## config.mk

```make
export PLATFORM = sky130hd
export DESIGN_NAME = id_scoreboard
export DESIGN_NICKNAME = d
export VERILOG_FILES = /design/src/rtl/id_scoreboard.sv
export SDC_FILE = /design/constraint.sdc
export NUM_CORES = 1
export LEC_CHECK = 0
export ABC_AREA = 1
export BUFFER_PORTS_ARGS = -buffer_cell sky130_fd_sc_hd__buf_2
export CAP_MARGIN = 5
export CELL_PAD_IN_SITES_DETAIL_PLACEMENT = 1
export CELL_PAD_IN_SITES_GLOBAL_PLACEMENT = 2
export CORE_ASPECT_RATIO = 0.75
export CORE_MARGIN = 2
export CORE_UTILIZATION = 31
export CTS_BUF_LIST = sky130_fd_sc_hd__clkbuf_4
export DETAILED_ROUTE_END_ITERATION = 10
export PLACE_DENSITY_LB_ADDON = 0.1
export SLEW_MARGIN = 20
export SYNTH_ARGS = -nofsm -noshare
export SYNTH_HDL_FRONTEND = slang
export SYNTH_SLANG_ARGS = --single-unit
```

## constraint.sdc

```tcl
create_clock -name clock -period 2.3 [get_ports clock]
set_clock_uncertainty 0.1 [all_clocks]
set_input_delay 0.46 -clock clock [delete_from_list [all_inputs] [get_ports clock]]
set_output_delay 0.46 -clock clock [all_outputs]
set_load 0.1 [all_outputs]
```

## src/rtl/id_scoreboard.sv

```systemverilog
// Register-hazard scoreboard and issue controller for the ID stage.
// Latency: issue_ready/stall combinational from ID fields + registered counters; counters update next edge.
// Backpressure: issue_ready drops on source hazard, full destination counter, or flush; independent of issue_valid.
//
// Ports:
//   clock, reset_n        : rising-edge clock, async active-low reset
//   flush                 : clears all pending-write counters at the next edge
//   issue_valid/ready     : ID instruction handshake toward the ID/EX register
//   rs, rt, uses_rs/rt    : source operands of the ID instruction
//   rd, RegWrite_id       : destination of the ID instruction
//   wb_valid, writeRegister : writeback committing to the register bank
//   stall                 : issue_valid & ~issue_ready
//   busy_mask             : per-register "has pending writes"
//   stall_count           : saturating stall-cycle counter
//   wb_underflow          : sticky flag, writeback with no pending write
module id_scoreboard #(
    parameter int NREG  = 8,
    parameter int CNT_W = 2
) (
    input  logic             clock,
    input  logic             reset_n,
    input  logic             flush,
    input  logic             issue_valid,
    output logic             issue_ready,
    input  logic [2:0]       rs,
    input  logic [2:0]       rt,
    input  logic             uses_rs,
    input  logic             uses_rt,
    input  logic [2:0]       rd,
    input  logic             RegWrite_id,
    input  logic             wb_valid,
    input  logic [2:0]       writeRegister,
    output logic             stall,
    output logic [NREG-1:0]  busy_mask,
    output logic [15:0]      stall_count,
    output logic             wb_underflow
);

    localparam int               IDX_W   = 3;
    localparam logic [CNT_W-1:0] CNT_MAX = '1;

    logic [CNT_W-1:0] cnt_q [NREG];
    logic [CNT_W-1:0] cnt_d [NREG];
    logic [15:0]      stall_count_q, stall_count_d;
    logic             wb_underflow_q, wb_underflow_d;

    logic             hazard;
    logic             full;
    logic             issue_fire;
    logic [NREG-1:0]  inc_v;
    logic [NREG-1:0]  dec_v;

    // Hazard and full look only at registered counters: a writeback in the
    // same cycle does not release a dependent instruction until the next cycle.
    always_comb begin
        hazard      = (uses_rs && (cnt_q[rs] != '0)) || (uses_rt && (cnt_q[rt] != '0));
        full        = RegWrite_id && (cnt_q[rd] == CNT_MAX);
        issue_ready = !flush && !hazard && !full;
        stall       = issue_valid && !issue_ready;
        issue_fire  = issue_valid && issue_ready;
    end

    // Per-register increment/decrement requests. A retire of an empty
    // counter is not a decrement; it only raises the underflow flag.
    always_comb begin
        inc_v = '0;
        dec_v = '0;
        for (int i = 0; i < NREG; i++) begin
            inc_v[i] = issue_fire && RegWrite_id && (rd == IDX_W'(i));
            dec_v[i] = wb_valid && (writeRegister == IDX_W'(i)) && (cnt_q[i] != '0);
        end
    end

    // Simultaneous increment and decrement cancel out. Flush wins over both.
    always_comb begin
        for (int i = 0; i < NREG; i++) begin
            cnt_d[i] = cnt_q[i];
            if (flush) begin
                cnt_d[i] = '0;
            end else if (inc_v[i] && !dec_v[i]) begin
                cnt_d[i] = cnt_q[i] + CNT_W'(1);
            end else if (dec_v[i] && !inc_v[i]) begin
                cnt_d[i] = cnt_q[i] - CNT_W'(1);
            end
        end
    end

    always_comb begin
        wb_underflow_d = wb_underflow_q;
        if (!flush && wb_valid && (cnt_q[writeRegister] == '0)) begin
            wb_underflow_d = 1'b1;
        end
        stall_count_d = stall_count_q;
        if (stall && (stall_count_q != 16'hFFFF)) begin
            stall_count_d = stall_count_q + 16'd1;
        end
    end

    always_ff @(posedge clock or negedge reset_n) begin
        if (!reset_n) begin
            for (int i = 0; i < NREG; i++) begin
                cnt_q[i] <= '0;
            end
            stall_count_q  <= 16'd0;
            wb_underflow_q <= 1'b0;
        end else begin
            for (int i = 0; i < NREG; i++) begin
                cnt_q[i] <= cnt_d[i];
            end
            stall_count_q  <= stall_count_d;
            wb_underflow_q <= wb_underflow_d;
        end
    end

    always_comb begin
        busy_mask = '0;
        for (int i = 0; i < NREG; i++) begin
            busy_mask[i] = (cnt_q[i] != '0);
        end
    end

    assign stall_count  = stall_count_q;
    assign wb_underflow = wb_underflow_q;

endmodule
```

# After elaboration in Yosys (flattened, before gate mapping)
# Cells that the tools add are included.
# totals
input_bits,20
out_inout_bits,27
regBits,33
# op_classes
eq_ne,16
reduce_logical,93
n_addsub,17
n_bitwise,4
order_cmp,4
muxes,36
# ops
op,n
$mux 2,32
$logic_and 1x1->1,51
$bmux 2 s3,4
$eq 3x3->1 const B,8
$reduce_bool 3->1,8
$logic_not 1->1,20
$reduce_bool 2->1,10
$add 16x1->16 const B,1
$add 2x1->2 const B,8
$ge 4x4->1 const B,4
$ne 16x16->1 const B,1
$not 3->4,4
$sub 2x1->2 const B,8
$eq 3x2->1 const B,4
$eq 3x1->1 const B,2
$logic_not 3->1,2
$eq 2x2->1 const B,1
$logic_not 2->1,1
$logic_or 1x1->1,1

# Longest topological paths before layout
# Gate-level depths: netlist of run 1.
# logic_depth
ltp_word,18
ltp_mapped,16
ltp_nobuf,16

# Worst setup path before layout of run 1
# Ideal clock, no wire load.
# synth_path
path_kind,flip-flop to flip-flop
from,register cnt_q[4] (netlist name)
to,register stall_count_q[13] (netlist: stall_count[13])
stages_incl_launch_ff,15
required_time_ns,2.077
arrival_ns,2.713
path_slack_ns,-0.637
path_cell_list,dfrtp_1 inv_1 nand2_1 nand2_1 nand3_1 nand2_1 nand2_1 nand3_1 nand2_4 nor2_8 nor2_4 nand2_4 clkbuf_8 nand2_1 o21ai_2
# synth_between
elab_chain_cells,12
word_cells_on_any_way,23
cone_classes,eq/ne: 1; mux: 9; reduce/logical: 13
# synth_lines
item,line,source
"start, declared",42,logic [CNT_W-1:0] cnt_q [NREG];
"start signal, assigned by index",108,cnt_q[i] <= cnt_d[i];
$bmux 2 s3,56,hazard = (uses_rs && (cnt_q[rs] != '0)) || (uses_rt && (cnt_q[rt] != '0));
$mux 2 (implied by the code) (2 in series),56,
$reduce_bool 2->1,56,
$logic_and 1x1->1,56,
$logic_or 1x1->1,56,
$logic_not 1->1,58,issue_ready = !flush && !hazard && !full;
$logic_and 1x1->1,58,
$logic_and 1x1->1 (*),58,
$logic_not 1->1 (*),59,stall = issue_valid && !issue_ready;
$logic_and 1x1->1 (*),59,
net stall,33,"output logic stall,"
$logic_and 1x1->1 (*),94,if (stall && (stall_count_q != 16'hFFFF)) begin
"end signal, assigned",110,stall_count_q <= stall_count_d;
"end, declared",44,"logic [15:0] stall_count_q, stall_count_d;"
# Mark *: on every way through the listed nets, which the timed path passes. The rest lies on a longest branch. The select of a mux whose other input is x is not followed.
# A chain may end at the register's enable or synchronous reset.

# Final worst setup path of run 1
# layout_path
from,register cnt_q[0] (netlist name)
to,output port issue_ready
# layout_between
elab_chain_cells,9
word_cells_on_any_way,20
cone_classes,eq/ne: 1; mux: 9; reduce/logical: 10
# layout_lines
item,line,source
$bmux 2 s3,56,
$mux 2 (implied by the code) (2 in series),56,
$reduce_bool 2->1,56,
$logic_and 1x1->1,56,
$logic_or 1x1->1,56,
$logic_not 1->1,58,
$logic_and 1x1->1,58,
$logic_and 1x1->1 (*),58,
"end, declared",24,"output logic issue_ready,"
# Every way passes the cells marked *; elsewhere a longest branch is shown, timed or not. The select of a mux whose other input is x is not followed.

==> results.txt, run 1 <==
----------------------------------------------------
[Worst setup path]
  Required time of the critical path ... 1.74 ns
  Launch point of the worst path ... cnt_q[0]
  Category of the worst setup path capture point ... output pin
  Worst path arrival time ... 1.84 ns
  FF-to-FF Start ... cnt_q[14]
  Top fanout value on the critical path ... 4
  Critical path startpoint category ... register
  Critical path class ... reg2out

[Placed design]
  Post-detailed-placement half-perimeter wirelength ... 7.24 mm
  Number of port buffers ... 46
  Routability congestion estimate ... 0.888

[Pwr]
  Internal cell power ... 0.00128 W
  Leakage power figure ... 1.71 nW
  Switching power ... 0.00180 W
  Part of the total power dissipated in combinational logic ... 0.603
  Switching power share of the total ... 0.586
  Clock Power Share ... 0.116
  Proportion of power drawn by flip-flops and latches ... 0.281
  Total power divided by cell area ... 899 mW/mm2
  Maximum vdd ir drop ... 0.596 mV

[Final layout]
  Layout Utilization ... 0.410
  Number of fillers in the final layout ... 1,115
  Syn-to-layout area delta ... 30.5%
  Total inserted antenna cells ... 0
  Share of cells above drive strength 1 ... 0.318
  Total number of nets in the final design ... 504

[Clock tree]
  CTS tree ... yes
  Worst-Skew Late Latency ... 0.36 ns
  Clock-pin slew on the worst setup and hold paths ... 0.11 ns
  Clock buffer count from CTS ... 5
  Clock Sinks ... 33
  Number of levels the H-tree was split into ... 2
  Clock root cell ... clkbuf_4
  Buffer levels on the longest clock path ... 2

[Die]
  Die area ... 0.00923 mm2
  Width of the chip ... 110 um
  Vert. Die Dim ... 83.7 um
  Top-Level Pins ... 47
  Core region area ... 0.00835 mm2
  Effective utilization at floorplan ... 0.315
  Rows ... 29

[Drt]
  Residual DRC ... 0
  Number of DRC markers after the initial detailed-route iteration ... 122
  Mean number of vias per cell ... 4.79
  Number of nets with antenna violations after routing ... 0
  Final Routed Wirelength ... 8.89 mm
  Vias post-DR ... 2,834
  Drt wl/cell ... 15.0 um
  Detailed-routing iteration count for the pre-antenna-repair pass ... 4

[Synth]
  Syn avg cell area ... 6.40 um2
  Post-synthesis instance total ... 410
  Cell area after synthesis ... 0.00263 mm2
  Share of the synthesized area in the top cell type ... 0.315
  Net count after synthesis ... 431
  Total of warnings raised by yosys ... 0
  Number of enable flip-flop cells after synthesis ... 0
  Cells taking the most area after synthesis ... dfrtp_1, nand2_1, inv_1, nand3_1, nor2_1
  Cell taking the most area after synthesis ... dfrtp_1
  Library cells used by synthesis ... 33
  Cell with the most instances after synthesis ... nand2_1
  Number of synthesized register bits ... 33
  Prevailing post-synth register cell ... dfrtp_1
  FFs w/ async S/R, synth ... 1.00
  Sequential area share after synthesis ... 0.315
  Cell types with the highest counts after synthesis ... nand2_1, inv_1, nor2_1

[STA]
  Achievable clock frequency ... 0.416 GHz
  Final hold violation count ... 0
  Relative max-transition margin ... 0.663
  # setup viols final ... 2
  Period utilisation layout ... 1.04
  Number of pins exceeding their max-slew limit in the final report ... 0
  Unrepaired setup endpoints after global routing ... true
  Time the final worst path needs with I/O delays and setup ... 2.40 ns
  Worst Tran Pin Value ... 0.505 ns
  Hold_ws ... 0.312 ns
  Final critical-path setup slack ... -0.102 ns

[Run]
  Count of maximum capacitance violations ... 0

[Global route]
  Vias in the first global route ... 2,852
  First-pass GRT wire length ... 14.5 mm
  Total routing usage reported by global routing ... 0.203
  Antenna violations before repair ... 0
  Global route total overflow ... 0
  Pin count of the biggest net entering global routing ... 23

[Hold path]
  Worst Min Path Start ... wb_valid
  Hold/Removal Path Class ... in2reg

[Status]
  Result of the run ... finished, violations left
  Failing checks ... setup timing

----------------------------------------------------
[power groups by stage]
stage	clock, W	sequential, W	combinational [W]
2_1_floorplan	0	0.00125	0.00100
3_3_place_gp	0	0.000858	0.00178
3_5_place_dp	0	0.000859	0.00180
4_1_cts	0.000378	0.000864	0.00186
5_1_grt	0.000401	0.000891	0.00200
6_report	0.000357	0.000866	0.00186
[repair_timing]
action / CTS / global route
resized for setup: 23 / 7
cloned: 0 / 0
hold buffers: 1 / 0
setup endpoints to repair: 2 / 23
pin swaps: 9 / 3
setup buffers: 8 / 1
hold endpoints to repair: 20 / 0
[final timing paths]
path                                       end  slack, ns  depth (start not counted)
max in group asynchronous             cnt_q[2]       1.06                          3
worst max-delay path               issue_ready      -0.10                         11
worst max register to register        cnt_q[8]       0.18                         16
min in group asynchronous       stall_count[1]       0.48                          2
worst min register to register    wb_underflow       0.38                          1
worst min-delay path              wb_underflow       0.31                          2
[cell families (layout without fill, tap and decap cells)]
kind of cell             Yosys count  count (layout)  synth area share
XOR/XNOR                          14              14            0.0467
adder cells (fa/ha/maj)            1               1           0.00477
buffers and inverters             65             139             0.110
AND/OR/NAND/NOR                  270             270             0.467
AO/OA/AOI/OAI                     27              27            0.0572
flip-flops                        33              33             0.315
[cell type report]
type / count / area [um2] / area share
clock buffers: 6 / 45.0 / 0.0132
flip-flops and latches: 33 / 843 / 0.246
multi-input cells: 312 / 1690 / 0.493
clock inverters: 2 / 11.3 / 0.00329
repair buffers: 72 / 470 / 0.137
well taps: 108 / 135 / 0.0395
inverters: 59 / 230 / 0.0672
[flip-flops by register name, summed over array words and instances, names as in the netlist]
| signal | cells |
|---|---|
| cnt_q | 16 |
| stall_count | 16 |
| wb_underflow | 1 |
[metal layers]
metal | vias to the layer above | GRT usage | wire, um
met2 | 31 | 0.289 | 3640
met1 | 1357 | 0.318 | 4850
met5 | - | 0 | 0
met3 | 5 | 0.0351 | 348
li1 | 1441 | - | -
met4 | 0 | 0.0375 | 55
[stage by stage]
step | worst slack (ns) | cells | area (um2) | total power (W) | setup TNS (ns)
after floorplan | -0.0884 | 410 | 2740 | 0.00225 | -0.957
after detailed placement | -0.109 | 575 | 3210 | 0.00266 | -0.981
final | -0.102 | 592 | 3420 | 0.00308 | -0.184
after CTS | -0.153 | 592 | 3400 | 0.00310 | -0.254
after global routing | -0.217 | 592 | 3420 | 0.00329 | -0.436
after global placement | -0.0342 | 575 | 3210 | 0.00263 | -0.0592
[worst max-delay path, cell delays in order, from the launching register on]
cell and delay, ns:
dfrtp_2 0.48, inv_2 0.12, nand2_8 0.06, nand2_1 0.06, nand3_1 0.07, nand2_2 0.09
nand2_2 0.05, nand3_2 0.08, nand2_4 0.07, nor2_8 0.13, buf_12 0.12, buf_12 0.16
[cell usage in the layout (no fill, tap or decap), types with 6 or more instances in the layout]
cell      instances
buf_4            24
dfrtp_1          19
clkbuf_4          6
nand3_1          33
nor2_1           42
dfrtp_2          14
nand2_2          11
xor2_1            9
nand4_2           6
nor3_1            8
nand2_1         133
nand3_2           9
o21ai_1           7
inv_1            45
inv_2            11
buf_2            44
o21ai_0          13
nand4_1           7
No activity file was read; power rests on OpenSTA's default activity.
==> inputs of run 2 (changes only) <==
--- a/config.mk
+++ b/config.mk
@@ -12,7 +12,7 @@
 export CELL_PAD_IN_SITES_GLOBAL_PLACEMENT = 2
 export CORE_ASPECT_RATIO = 0.75
 export CORE_MARGIN = 2
-export CORE_UTILIZATION = 31
+export CORE_UTILIZATION = 28
 export CTS_BUF_LIST = sky130_fd_sc_hd__clkbuf_4
 export DETAILED_ROUTE_END_ITERATION = 10
 export PLACE_DENSITY_LB_ADDON = 0.1
==> constraint.sdc (replaced) <==
create_clock -name clock -period 2.2 [get_ports clock]
set_clock_uncertainty 0.1 [all_clocks]
set_input_delay 0.44 -clock clock [delete_from_list [all_inputs] [get_ports clock]]
set_output_delay 0.44 -clock clock [all_outputs]
set_load 0.1 [all_outputs]
==> results.txt, run 2 (synthesized netlist as in run 1, its figures left out) <==
----------------------------------------------------
[Status]
  Result of the run ... finished, violations left
  Failing checks ... setup timing

[Worst setup path]
  Cell at the slowest stage of the critical path ... dfrtp_2
  Worst path arrival time ... 1.91 ns
  Crit path cell chain ... buf_6, inv_6, nand2_8, nand2_4, nand3_2, nand2_2, nand2_2, nand3_2, nand2_4, nor2_8, buf_12, buf_12
  Category of the worst setup path capture point ... output pin
  Crit. path cell count ... 12
  Top fanout value on the critical path ... 3
  Buf/Inv on CP ... 4
  Launch point of the worst path ... cnt_q[4]
  FF-to-FF Start ... cnt_q[4]
  Required time of the critical path ... 1.66 ns
  Depth of the most critical reg-to-reg path ... 19
  CP peak stage delay ... 0.47 ns
  Critical path class ... reg2out
  Worst flop-to-flop path endpoint ... cnt_q[8]
  Internal reg-to-reg setup slack ... -0.09 ns
  Worst setup endpoint ... issue_ready
  Critical path startpoint category ... register
  Top Family by Delay on Critical Path ... simple AND/OR/NAND/NOR gates

[Drt]
  Number of DRC markers after the initial detailed-route iteration ... 105
  Vias post-DR ... 2,919
  Mean number of vias per cell ... 4.63
  Drt wl/cell ... 15.2 um
  Number of nets with antenna violations after routing ... 0
  Final Routed Wirelength ... 9.57 mm
  Residual DRC ... 0
  Detailed-routing iteration count for the pre-antenna-repair pass ... 4

[Final layout]
  Total inserted antenna cells ... 0
  Commonest non-fill, non-tap cell in the layout ... nand2_1
  Number of fillers in the final layout ... 1,176
  Multi-input combinational cell area ... 0.00185 mm2
  Highest-count cells in the layout ignoring fill and taps ... nand2_1, inv_1, buf_2, nor2_1, buf_4
  Finished Cell Area ... 0.00383 mm2
  Finished Layout Cells ... 630
  Syn-to-layout area delta ... 45.9%
  Total number of nets in the final design ... 522
  Sequential cell area ... 846 um2
  Share of cells above drive strength 1 ... 0.392

[STA]
  Achievable clock frequency ... 0.408 GHz
  # setup viols final ... 10
  Unrepaired setup endpoints after global routing ... true
  Hold_ws ... 0.263 ns
  Period utilisation layout ... 1.11
  Final hold violation count ... 0
  Relative max-transition margin ... 0.671
  Setup TNS ... -0.726 ns
  Time the final worst path needs with I/O delays and setup ... 2.45 ns
  Worst Tran Pin Value ... 0.498 ns
  Final critical-path setup slack ... -0.249 ns
  Number of pins exceeding their max-slew limit in the final report ... 0

[Clock tree]
  Clock root cell ... clkbuf_4
  Number of levels the H-tree was split into ... 2
  CTS tree ... yes
  Worst-Skew Late Latency ... 0.36 ns
  Clock Sinks ... 33
  Clock-pin slew on the worst setup and hold paths ... 0.12 ns
  Clock buffer count from CTS ... 5
  Buffer levels on the longest clock path ... 2

[Pwr]
  Total power divided by cell area ... 904 mW/mm2
  Proportion of power drawn by flip-flops and latches ... 0.262
  Switching power share of the total ... 0.573
  Internal cell power ... 0.00148 W
  Clock Power Share ... 0.112
  Switching power ... 0.00198 W
  Part of the total power dissipated in combinational logic ... 0.626
  Leakage power figure ... 1.88 nW
  Maximum vdd ir drop ... 0.523 mV

[Global route]
  Antenna violations before repair ... 0
  First-pass GRT wire length ... 15.1 mm
  Vias in the first global route ... 2,887
  Pin count of the biggest net entering global routing ... 18
  Total routing usage reported by global routing ... 0.196
  Global route total overflow ... 0

[Placed design]
  Count of placed standard cells including taps ... 607
  Routability congestion estimate ... 0.846
  Number of port buffers ... 46
  Worst setup slack after placement ... -0.138 ns
  Post-detailed-placement half-perimeter wirelength ... 7.64 mm
  Instance area after placement ... 0.00333 mm2

[Die]
  Core region area ... 0.00908 mm2
  Width of the chip ... 116 um
  Die area ... 0.0102 mm2
  Top-Level Pins ... 47
  Vert. Die Dim ... 87.9 um
  Effective utilization at floorplan ... 0.289
  Rows ... 30

[Run]
  Count of maximum capacitance violations ... 0

[Hold path]
  Hold/Removal Path Class ... in2reg

----------------------------------------------------
[run 2: worst min path at each step]
stage                         from      endpoint  slack [ns]  cells after the start
after global routing      wb_valid  wb_underflow        0.26                      2
after detailed placement   reset_n     cnt_q[14]        0.31                      1
after CTS                 wb_valid  wb_underflow        0.26                      2
after floorplan            reset_n      cnt_q[0]        0.04                      0
after global placement     reset_n     cnt_q[14]        0.30                      1
final                     wb_valid  wb_underflow        0.26                      2
[run 2: metrics by stage]
stage / total power (W) / util
2_1_floorplan: 0.00235 / -
3_3_place_gp: 0.00284 / 0.367
3_5_place_dp: 0.00287 / 0.367
4_1_cts: 0.00332 / 0.383
5_1_grt: 0.00369 / 0.422
6_report: 0.00346 / 0.422
[run 2: power by group through the flow]
| stage | clock network (W) | registers, W | logic (W) |
|---|---|---|---|
| final | 0.000387 | 0.000908 | 0.00217 |
| after global routing | 0.000426 | 0.000925 | 0.00234 |
| after CTS | 0.000403 | 0.000892 | 0.00202 |
| after detailed placement | 0 | 0.000887 | 0.00198 |
| after global placement | 0 | 0.000882 | 0.00196 |
| after floorplan | 0 | 0.00130 | 0.00104 |
[run 2: timing repair]
| item | CTS | global route |
|---|---|---|
| resized for setup | 23 | 77 |
| endpoints found under the hold margin | 15 | 0 |
| pin swaps | 7 | 30 |
| hold buffers | 1 | 0 |
| cloned | 0 | 0 |
| endpoints found under the setup margin | 15 | 23 |
| buffers inserted | 3 | 11 |
[run 2: layout make-up]
type / count / share of cell area
Multi-Input combinational cell: 312 / 0.484
Tap cell: 128 / 0.0418
Timing Repair Buffer: 90 / 0.175
Inverter: 59 / 0.0634
Sequential cell: 33 / 0.221
Clock buffer: 7 / 0.0137
Clock inverter: 1 / 0.000980
[run 2: worst register-to-register path: stages (launching register included)]
cell and delay (ns):
dfrtp_2 0.47, buf_6 0.14, inv_6 0.06, nand2_8 0.06
nand2_4 0.06, nand3_2 0.07, nand2_2 0.08, nand2_2 0.05
nand3_2 0.07, nand2_4 0.07, nor2_8 0.13, buf_12 0.12
buf_6 0.09, buf_8 0.11, buf_4 0.12, nand3_4 0.06
nand2_4 0.10, nand3_4 0.09, nand2_2 0.09, o21ai_2 0.05
[run 2: metal layers]
layer  GRT usage  vias to the layer above  share of wire
li1            -                     1483              -
met1       0.305                     1406           0.55
met2       0.283                       26           0.42
met3      0.0353                        4          0.026
met4      0.0325                        0         0.0041
met5           0                        -              0
==> inputs of run 3 (changes only) <==
--- a/config.mk
+++ b/config.mk
@@ -5,14 +5,13 @@
 export SDC_FILE = /design/constraint.sdc
 export NUM_CORES = 1
 export LEC_CHECK = 0
-export ABC_AREA = 1
 export BUFFER_PORTS_ARGS = -buffer_cell sky130_fd_sc_hd__buf_2
 export CAP_MARGIN = 5
 export CELL_PAD_IN_SITES_DETAIL_PLACEMENT = 1
 export CELL_PAD_IN_SITES_GLOBAL_PLACEMENT = 2
-export CORE_ASPECT_RATIO = 0.75
+export CORE_ASPECT_RATIO = 2
 export CORE_MARGIN = 2
-export CORE_UTILIZATION = 28
+export CORE_UTILIZATION = 31
 export CTS_BUF_LIST = sky130_fd_sc_hd__clkbuf_4
 export DETAILED_ROUTE_END_ITERATION = 10
 export PLACE_DENSITY_LB_ADDON = 0.1
==> results.txt, run 3 <==
----------------------------------------------------
[Status]
  Result of the run ... finished, violations left
  Failing checks ... setup timing

[Placed design]
  Post-detailed-placement half-perimeter wirelength ... 5.73 mm
  Worst setup slack after placement ... -0.499 ns
  Count of placed standard cells including taps ... 416
  Number of port buffers ... 46
  Routability congestion estimate ... 0.786

[Drt]
  Final Routed Wirelength ... 7.45 mm
  Residual DRC ... 0
  Number of nets with antenna violations after routing ... 0
  Drt wl/cell ... 17.0 um
  Mean number of vias per cell ... 5.08
  Vias post-DR ... 2,232
  Detailed-routing iteration count for the pre-antenna-repair pass ... 4
  Number of DRC markers after the initial detailed-route iteration ... 54

[Clock tree]
  Clock buffer count from CTS ... 5
  Clock-pin slew on the worst setup and hold paths ... 0.11 ns
  Number of levels the H-tree was split into ... 2
  Clock root cell ... clkbuf_4
  Buffer levels on the longest clock path ... 2
  Clock Sinks ... 33
  Worst-Skew Late Latency ... 0.36 ns
  CTS tree ... yes

[Hold path]
  Hold/Removal Path Class ... in2reg

[Die]
  Top-Level Pins ... 47
  Die area ... 0.00786 mm2
  Effective utilization at floorplan ... 0.319
  Vert. Die Dim ... 123 um
  Core region area ... 0.00694 mm2
  Width of the chip ... 63.7 um
  Rows ... 43

[Synth]
  Number of synthesized register bits ... 33
  Prevailing post-synth register cell ... dfrtp_1
  Cell types with the highest counts after synthesis ... dfrtp_1, nor2_1, o21ai_0
  Number of enable flip-flop cells after synthesis ... 0
  Cell taking the most area after synthesis ... dfrtp_1
  Syn avg cell area ... 9.17 um2
  Share of the synthesized area in the top cell type ... 0.374
  Cell with the most instances after synthesis ... dfrtp_1
  Cell area after synthesis ... 0.00221 mm2
  Library cells used by synthesis ... 49
  Net count after synthesis ... 262
  Sequential area share after synthesis ... 0.374
  Cells taking the most area after synthesis ... dfrtp_1, xnor2_1, nor2_1, o21ai_0, xor2_1
  FFs w/ async S/R, synth ... 1.00
  Total of warnings raised by yosys ... 0
  Post-synthesis instance total ... 241

[STA]
  Relative max-transition margin ... 0.654
  Period utilisation layout ... 1.29
  Achievable clock frequency ... 0.353 GHz
  Number of pins exceeding their max-slew limit in the final report ... 0
  Final critical-path setup slack ... -0.631 ns
  Unrepaired setup endpoints after global routing ... true
  # setup viols final ... 32
  Worst Tran Pin Value ... 0.516 ns
  Final hold violation count ... 0
  Setup TNS ... -6.81 ns
  Time the final worst path needs with I/O delays and setup ... 2.83 ns

[Final layout]
  Finished Layout Cells ... 439
  Share of cells above drive strength 1 ... 0.477
  Syn-to-layout area delta ... 49.9%
  Layout Utilization ... 0.477
  Commonest non-fill, non-tap cell in the layout ... buf_4
  Number of fillers in the final layout ... 842
  Total number of nets in the final design ... 368
  Highest-count cells in the layout ignoring fill and taps ... buf_4, buf_2, dfrtp_1, nor2_1, o21ai_0

[Worst setup path]
  Category of the worst setup path capture point ... output pin
  Required time of the critical path ... 1.66 ns
  Critical path startpoint category ... register
  Critical path class ... reg2out
  Top fanout value on the critical path ... 3
  Worst path arrival time ... 2.29 ns

[Pwr]
  Maximum vdd ir drop ... 0.981 mV
  Total power divided by cell area ... 595 mW/mm2
  Power Total ... 0.00197 W
  Leakage power figure ... 1.53 nW

[Global route]
  Pin count of the biggest net entering global routing ... 21
  Total routing usage reported by global routing ... 0.203
  Antenna violations before repair ... 1
  Vias in the first global route ... 2,400
  Global route total overflow ... 0
  First-pass GRT wire length ... 11.9 mm

[Run]
  Count of maximum capacitance violations ... 0

----------------------------------------------------
## run 3: changes by cell type in the layout (fill, tap and decap cells not counted), moves of 9 or more
cell / before / now
nand2_1: 124 / 9
inv_1: 45 / 7
nor2_1: 39 / 18
buf_4: 29 / 48
nand2_2: 19 / 2
nand3_1: 24 / 9
o21ai_1: 14 / 3
and2_1: 0 / 10
o21ai_0: 3 / 13
dfrtp_1: 17 / 26
dfrtp_2: 16 / 7
nand3_2: 14 / 5
## run 3: worst max-delay path, cell delays in order, from the launching register on
cell,delay (ns)
dfrtp_1,0.42
and2_4,0.17
mux4_2,0.49
nand2b_4,0.16
o211a_4,0.15
nor3_4,0.29
nor2b_4,0.08
buf_12,0.17
## run 3: worst paths after layout
path / startpoint / end / slack, ns / depth (start not counted)
min reg2reg: stall_count[6] / stall_count[6] / 0.39 / 1
min: wb_valid / wb_underflow / 0.30 / 3
max reg2reg: cnt_q[1] / cnt_q[4] / -0.37 / 9
min in group asynchronous: reset_n / cnt_q[1] / 0.46 / 2
max: cnt_q[1] / stall / -0.63 / 7
max in group asynchronous: reset_n / cnt_q[15] / 0.99 / 3
## run 3: cell type report
| type | instances | area [um2] | area share |
|---|---|---|---|
| clock buffer | 5 | 37.5 | 0.0113 |
| sequential | 33 | 835 | 0.252 |
| clock inverter | 3 | 12.5 | 0.00378 |
| tap | 90 | 113 | 0.0340 |
| antenna | 1 | 2.50 | 0.000755 |
| inverter | 8 | 32.5 | 0.00982 |
| multi-input combinational | 195 | 1540 | 0.465 |
| timing repair buffer | 104 | 741 | 0.224 |
## run 3: metrics by stage
stage	hold WS (ns)	area [um2]
floorplan	0.0444	2290
global placement	0.326	2960
detailed placement	0.330	2960
CTS	0.286	3180
global route	0.321	3310
finish	0.299	3310
## run 3: power breakdown
group | internal, W | switching, W
sequential | 0.000669 | 0.0000659
combinational | 0.000241 | 0.000649
clock | 0.000115 | 0.000230
## run 3: kinds of logic (layout without fill, tap and decap cells)
logic type	count (synthesis)	count (layout)	share of synthesized area
adders and majority gates	1	1	0.00566
DFF	33	33	0.374
buffers and inverters	14	120	0.0311
AOI/OAI and AO/OA	43	44	0.126
muxes	7	7	0.0458
other	0	1	0
and+or+nand+nor	121	121	0.331
xor gates and xnor gates	22	22	0.0872
## run 3: timing repair
action | CTS | global route
buffers inserted | 5 | 8
endpoints found under the hold margin | 18 | 0
pin swaps | 11 | 5
endpoints found under the setup margin | 33 | 34
hold buffers | 1 | 0
cloned | 1 | 0
resized for setup | 21 | 18
## run 3: layer usage
layer,track usage,share of wire,vias to the layer above
met5,0,0,-
met4,0.0897,0.028,0
met3,0.0291,0.026,9
met2,0.415,0.60,49
met1,0.192,0.35,1096
li1,-,-,1078
